===== src/rtl/dmem_arbiter_if.sv =====
// Requester-side bundle for one data-memory requester: request/payload from the
// requester, combinational grant and routed read return from the arbiter.
interface dmem_arbiter_if #(
  parameter int DATA_WIDTH = 32,
  parameter int ADDR_WIDTH = 16
);
  logic                  req;
  logic [ADDR_WIDTH-1:0] addr;
  logic [DATA_WIDTH-1:0] wdata;
  logic                  wen;
  logic                  gnt;
  logic                  rvalid;
  logic [DATA_WIDTH-1:0] rdata;

  modport master (output req, addr, wdata, wen, input gnt, rvalid, rdata);
  modport slave  (input req, addr, wdata, wen, output gnt, rvalid, rdata);
endinterface


===== src/rtl/dmem_arbiter.sv =====
// Two-requester arbiter for the single synchronous data-RAM port. Round-robin by
// default; define DMEM_ARB_PRIO_EN for m0 priority with an m1 starvation guard.
module dmem_arbiter #(
  parameter int DATA_WIDTH   = 32,
  parameter int ADDR_WIDTH   = 16,
  parameter int STARVE_LIMIT = 4
) (
  input  logic                  clk,
  input  logic                  rst_n,
  dmem_arbiter_if.slave         m0,
  dmem_arbiter_if.slave         m1,
  output logic                  mem_en,
  output logic                  mem_wen,
  output logic [ADDR_WIDTH-1:0] mem_addr,
  output logic [DATA_WIDTH-1:0] mem_wdata,
  input  logic [DATA_WIDTH-1:0] mem_rdata
);

  typedef struct packed {
    logic [ADDR_WIDTH-1:0] addr;
    logic [DATA_WIDTH-1:0] wdata;
    logic                  wen;
  } access_t;

  logic    gnt0, gnt1;
  logic    accept;
  access_t sel;

  // Read-return tag travels one stage behind mem_en, then becomes rvalid.
  logic    rd_pend, rd_owner;
  logic    rvalid0_q, rvalid1_q;

`ifdef DMEM_ARB_PRIO_EN
  localparam int CNT_W = (STARVE_LIMIT < 1) ? 1 : $clog2(STARVE_LIMIT + 1);

  logic [CNT_W-1:0] starve_cnt;
  logic             force_m1;

  assign force_m1 = (starve_cnt >= CNT_W'(STARVE_LIMIT));
  assign gnt0     = m0.req & (~m1.req | ~force_m1);
  assign gnt1     = m1.req & (~m0.req |  force_m1);

  // Once the limit is hit a pending m1 is always granted, so the count saturates there.
  always_ff @(posedge clk or negedge rst_n) begin
    if (!rst_n) begin
      starve_cnt <= '0;
    end else if (!m1.req || gnt1) begin
      starve_cnt <= '0;
    end else if (!force_m1) begin
      starve_cnt <= starve_cnt + 1'b1;
    end
  end
`else
  logic last;

  // On a tie the requester that did not win most recently goes next.
  assign gnt0 = m0.req & (~m1.req |  last);
  assign gnt1 = m1.req & (~m0.req | ~last);

  always_ff @(posedge clk or negedge rst_n) begin
    if (!rst_n) begin
      last <= 1'b1;
    end else if (accept) begin
      last <= gnt1;
    end
  end
`endif

  assign accept = gnt0 | gnt1;
  assign m0.gnt = gnt0;
  assign m1.gnt = gnt1;

  // NOTE: every variable assigned in always_comb gets a default first; a path
  // that skips an assignment would otherwise infer a latch.
  always_comb begin
    sel = '{addr: m0.addr, wdata: m0.wdata, wen: m0.wen};
    if (gnt1) begin
      sel = '{addr: m1.addr, wdata: m1.wdata, wen: m1.wen};
    end
  end

  // NOTE: sequential state uses non-blocking assignments so every register in
  // this block samples pre-edge values, which is what makes the pipeline stages line up.
  always_ff @(posedge clk or negedge rst_n) begin
    if (!rst_n) begin
      mem_en    <= 1'b0;
      mem_wen   <= 1'b0;
      mem_addr  <= '0;
      mem_wdata <= '0;
      rd_pend   <= 1'b0;
      rd_owner  <= 1'b0;
      rvalid0_q <= 1'b0;
      rvalid1_q <= 1'b0;
    end else begin
      mem_en  <= accept;
      mem_wen <= accept & sel.wen;
      if (accept) begin
        mem_addr  <= sel.addr;
        mem_wdata <= sel.wdata;
      end
      rd_pend   <= accept & ~sel.wen;
      rd_owner  <= gnt1;
      rvalid0_q <= rd_pend & ~rd_owner;
      rvalid1_q <= rd_pend &  rd_owner;
    end
  end

  // RAM data arrives combinationally in the return cycle; gate so idle rdata reads 0.
  assign m0.rvalid = rvalid0_q;
  assign m1.rvalid = rvalid1_q;
  assign m0.rdata  = rvalid0_q ? mem_rdata : '0;
  assign m1.rdata  = rvalid1_q ? mem_rdata : '0;

endmodule


===== src/flat_wrapper.sv =====
// flat-port wrapper written by rule: the top's interface ports become plain ports
module dmem_arbiter_flat 
#(
  parameter int DATA_WIDTH   = 32,
  parameter int ADDR_WIDTH   = 16,
  parameter int STARVE_LIMIT = 4
)
  (clk, rst_n, mem_en, mem_wen, mem_addr, mem_wdata, mem_rdata, m0_req, m0_addr, m0_wdata, m0_wen, m0_gnt, m0_rvalid, m0_rdata, m1_req, m1_addr, m1_wdata, m1_wen, m1_gnt, m1_rvalid, m1_rdata);
  dmem_arbiter_if #(.DATA_WIDTH(DATA_WIDTH), .ADDR_WIDTH(ADDR_WIDTH)) m0_i ();
  dmem_arbiter_if #(.DATA_WIDTH(DATA_WIDTH), .ADDR_WIDTH(ADDR_WIDTH)) m1_i ();
  input  logic clk;
  input  logic rst_n;
  output logic mem_en;
  output logic mem_wen;
  output logic [ADDR_WIDTH-1:0] mem_addr;
  output logic [DATA_WIDTH-1:0] mem_wdata;
  input  logic [DATA_WIDTH-1:0] mem_rdata;
  input wire logic [$bits(m0_i.req)-1:0] m0_req;
  input wire logic [$bits(m0_i.addr)-1:0] m0_addr;
  input wire logic [$bits(m0_i.wdata)-1:0] m0_wdata;
  input wire logic [$bits(m0_i.wen)-1:0] m0_wen;
  output wire logic [$bits(m0_i.gnt)-1:0] m0_gnt;
  output wire logic [$bits(m0_i.rvalid)-1:0] m0_rvalid;
  output wire logic [$bits(m0_i.rdata)-1:0] m0_rdata;
  input wire logic [$bits(m1_i.req)-1:0] m1_req;
  input wire logic [$bits(m1_i.addr)-1:0] m1_addr;
  input wire logic [$bits(m1_i.wdata)-1:0] m1_wdata;
  input wire logic [$bits(m1_i.wen)-1:0] m1_wen;
  output wire logic [$bits(m1_i.gnt)-1:0] m1_gnt;
  output wire logic [$bits(m1_i.rvalid)-1:0] m1_rvalid;
  output wire logic [$bits(m1_i.rdata)-1:0] m1_rdata;
  assign m0_i.req = m0_req;
  assign m0_i.addr = m0_addr;
  assign m0_i.wdata = m0_wdata;
  assign m0_i.wen = m0_wen;
  assign m0_gnt = m0_i.gnt;
  assign m0_rvalid = m0_i.rvalid;
  assign m0_rdata = m0_i.rdata;
  assign m1_i.req = m1_req;
  assign m1_i.addr = m1_addr;
  assign m1_i.wdata = m1_wdata;
  assign m1_i.wen = m1_wen;
  assign m1_gnt = m1_i.gnt;
  assign m1_rvalid = m1_i.rvalid;
  assign m1_rdata = m1_i.rdata;
  dmem_arbiter #(.DATA_WIDTH(DATA_WIDTH), .ADDR_WIDTH(ADDR_WIDTH), .STARVE_LIMIT(STARVE_LIMIT)) u_core (.clk(clk), .rst_n(rst_n), .m0(m0_i), .m1(m1_i), .mem_en(mem_en), .mem_wen(mem_wen), .mem_addr(mem_addr), .mem_wdata(mem_wdata), .mem_rdata(mem_rdata));
endmodule

===== config.mk =====
export PLATFORM = sky130hd
export DESIGN_NAME = dmem_arbiter_flat
export DESIGN_NICKNAME = d
export VERILOG_FILES = /design/src/rtl/dmem_arbiter_if.sv /design/src/rtl/dmem_arbiter.sv /design/src/flat_wrapper.sv
export SDC_FILE = /design/constraint.sdc
export NUM_CORES = 1
export LEC_CHECK = 0
export CAP_MARGIN = 20
export CORE_AREA = 2 2 98 100
export CTS_CLUSTER_DIAMETER = 30
export DETAILED_ROUTE_END_ITERATION = 16
export DIE_AREA = 0 0 100 102
export DONT_BUFFER_PORTS = 1
export PLACE_DENSITY_LB_ADDON = 0.05
export SETUP_SLACK_MARGIN = 0.02
export SLEW_MARGIN = 20
export SYNTH_ARGS = -nofsm -noshare
export SYNTH_HDL_FRONTEND = slang
export SYNTH_SLANG_ARGS = --single-unit

===== constraint.sdc =====
create_clock -name clk -period 2.94 [get_ports clk]
set_clock_uncertainty 0.05 [all_clocks]
set_input_delay 0.588 -clock clk [delete_from_list [all_inputs] [get_ports clk]]
set_output_delay 0.588 -clock clk [all_outputs]
set_load 0.05 [all_outputs]

==> impl_results.md <==
- Outcome: completed
- Slowest stage delay, CP: around 0.8 ns
- Total GRT Usage: 15.4%
- Met3 Resource Use GR: around 5.5%
- Fin cells: ~350
- Slew at the pin closest to its max-slew limit: between 0.7 and 0.8 ns
- RD Place Congestion: roughly 0.68
- Port bufs: 0
- Routed len/inst: between 20 and 25 um
- Num CTS Buffers: 5
- # DRC: 0
- Yosys top cell by area: dfrtp_1
- Initial antenna violation count: 0
- Buf/Inv on CP: 0
- Final Hold Vio Count: 0
- Clock Latency Late Sink: roughly 0.30 ns
- Post-DRT Antenna Nets: 0
- Worst hold path class: in2async
- Leak Pwr: about 1.1 nW
- Synth top area share: a little under half
- Pwr/cell area: between 700 and 800 nW/um^2
- Worst-path cell chain: and2_1
- Final period util: between 70% and 80%
- Most common cell in the synthesized netlist: and2_1
- CTS sink count: 55
- Site Rows: 35
- Largest net degree at the start of global routing: 55
- H-tree levels: 2
- Vias in the first global route: 2000
- Tot Pwr: roughly 2.1 mW
- Crit Path Class: reg2out
- Min Hold Slack: 0.0672 ns
- Biggest regs: u_core.mem_wdata: 32 flops, u_core.mem_addr: 16 flops
- Post-synthesis cell type count: 23
- Final-layout fill cell count: roughly 890
- RSZ-0062 raised after global routing: false
- Area growth syn-to-layout: 6.55%
- Syn nets: 390
- DP HPWL: between 5000 and 6000 um
- Clk slew on worst S/H paths: ~0.10 ns
- Syn avg cell area: about 11 sq um
- Post-Route WL: roughly 8700 um
- Die H: 102 um
- Register area share after synthesis: 48.7%
- Most instantiated cells after synthesis: and2_1 (65), dfrtp_1 (54), or3_1 (47), o221a_2 (28), o221a_1 (19)
- Die ar.: ~10000 sq um
- Relative slew slack: a little over half
- EDFF count, synth: 0
- Max-cap violations: 0
- Critical-path maximum fanout: 33
- # IOs: around 250
- Final Max Slew Viols: 0
- Setup-failing EPs final: 0
- Inserted Diodes: 0
- Post-Syn Area: between 2000 and 3000 sq um
- Core Util, Final: about 33%
- GR Util met1: approximately 18%
- NumNets Final: between 300 and 400
- Max Buffers Root-to-Sink: 2
- Root buf cell: clkbuf_8
- Max frequency: roughly 430 MHz
- GR peak layer: met2
- Synth Flop Type: dfrtp_1
- Post-Syn Instances: about 260
- Global-route wire length before repair: approximately 12000 um
- Grt ovf: 0
- Core area: around 9000 sq um
- CP Data Arrival Time: about 1.7 ns
- CP Capture Type: output port
- VDD IR max: approximately 0.23 mV
- Critical path's slowest cell: dfrtp_1
- Total setup buffers inserted after CTS: 0
- Critical Path RT: 2.30 ns
- TNS Setup: 0 ns
- Fin crit period: 2.30 ns
- Pre-antenna DRT Iters: 4
- Die X: about 100 um
- Vias after detailed routing: roughly 2100
- DR iter-0 viols: between 80 and 90
- Seq cells post-synth: 55
- Share of cells above drive strength 1: a little under a fifth
- Grt met2 use: 27.0%
- Top reg by flops: u_core.mem_wdata
- Placed insts: roughly 350
- Yosys warns: 0
- CTS tree: done
- Synth async-reset ratio: 100%
- Max reg flops: 32
- Mean number of vias per cell: ~6
- CP delay by family, top: flip-flops
- Startpoint Class: register
- Starting Density: between 30% and 40%
- Synth area leaders: dfrtp_1 (48%), and2_1 (14%), o221a_2 (11%)
==> per-layer routing <==
layer  wire, um  vias up  part of all wire (%)
li1           -      916                     -
met1       3240     1063                    37
met2       4440      150                    51
met3        872       11                    10
met4        121        0                   1.4
met5          0        -                     0
==> cell usage in the layout (no fill, tap or decap) <==
master     count
o21ai_0        1
o21ai_4        1
inv_2          2
nand2_2        1
buf_4          4
or2_2          1
clkbuf_1       2
mux2i_1        1
a22o_1         1
a21boi_0       1
and2_1        65
inv_1          2
o221a_1       19
dfrtp_1       54
clkbuf_8       5
o22ai_1        1
nor2b_1        1
nand2_1        1
buf_16         1
or3_1         47
dfstp_2        1
o221a_2       28
bufinv_16      1
and3_1         1
a31oi_1        1
==> logic make-up (layout without fill, tap and decap cells) <==
kind of cell | Yosys count | after routing | share of synthesized area (%)
buffers and inverters | 30 | 17 | 5.04
muxes | 1 | 1 | 0.354
and+or+nand+nor | 117 | 117 | 25.7
AOI/OAI and AO/OA | 53 | 53 | 20.2
DFF | 55 | 55 | 48.7
==> where the power goes <==
part | leakage [nW] | total [mW] | switching [mW] | internal [mW]
Combinational | 0.472 | 0.404 | 0.276 | 0.128
Sequential | 0.621 | 1.22 | 0.383 | 0.841
Clock | 0.0524 | 0.501 | 0.245 | 0.256
Total | 1.15 | 2.13 | 0.904 | 1.22
==> area by class of cell <==
| class | count | area (sq um) | area share [%] |
|---|---|---|---|
| flip-flops and latches | 55 | 1380 | 45.7 |
| multi-input cells | 171 | 1320 | 43.8 |
| well taps | 111 | 139 | 4.61 |
| clock buffers | 7 | 76.3 | 2.53 |
| repair buffers | 5 | 57.6 | 1.91 |
| clock inverters | 1 | 30.0 | 0.996 |
| inverters | 4 | 15.0 | 0.498 |
==> per-stage QoR <==
stage | area [sq um] | setup slack (ns)
final | 3010 | 0.636
after global routing | 3010 | 0.496
after CTS | 3010 | 0.604
after detailed placement | 2880 | 0.950
after global placement | 2880 | 0.970
after floorplan | 2830 | 0.950
==> final timing paths <==
check	start	end	slack (ns)	depth (start not counted)
min reg2reg	u_core.rd_owner$_DFF_PN0_	u_core.m0.rvalid$_DFF_PN0_	0.40	1
max	u_core.m0.rvalid$_DFF_PN0_	m0_rdata[0]	0.64	1
min in group clk	m0_wen	u_core.rd_pend$_DFF_PN0_	0.32	1
min	rst_n	u_core.mem_addr[11]$_DFFE_PN0P_	0.07	1
max reg2reg	u_core.last$_DFFE_PN1P_	u_core.mem_wdata[28]$_DFFE_PN0P_	1.14	4
max in group asynchronous	rst_n	u_core.mem_wdata[21]$_DFFE_PN0P_	2.49	1
==> repair_timing <==
action	CTS	global route
resized for setup	0	0
hold endpoints to repair	54	0
hold buffers	1	0
Power figures use the tool's default switching activity.
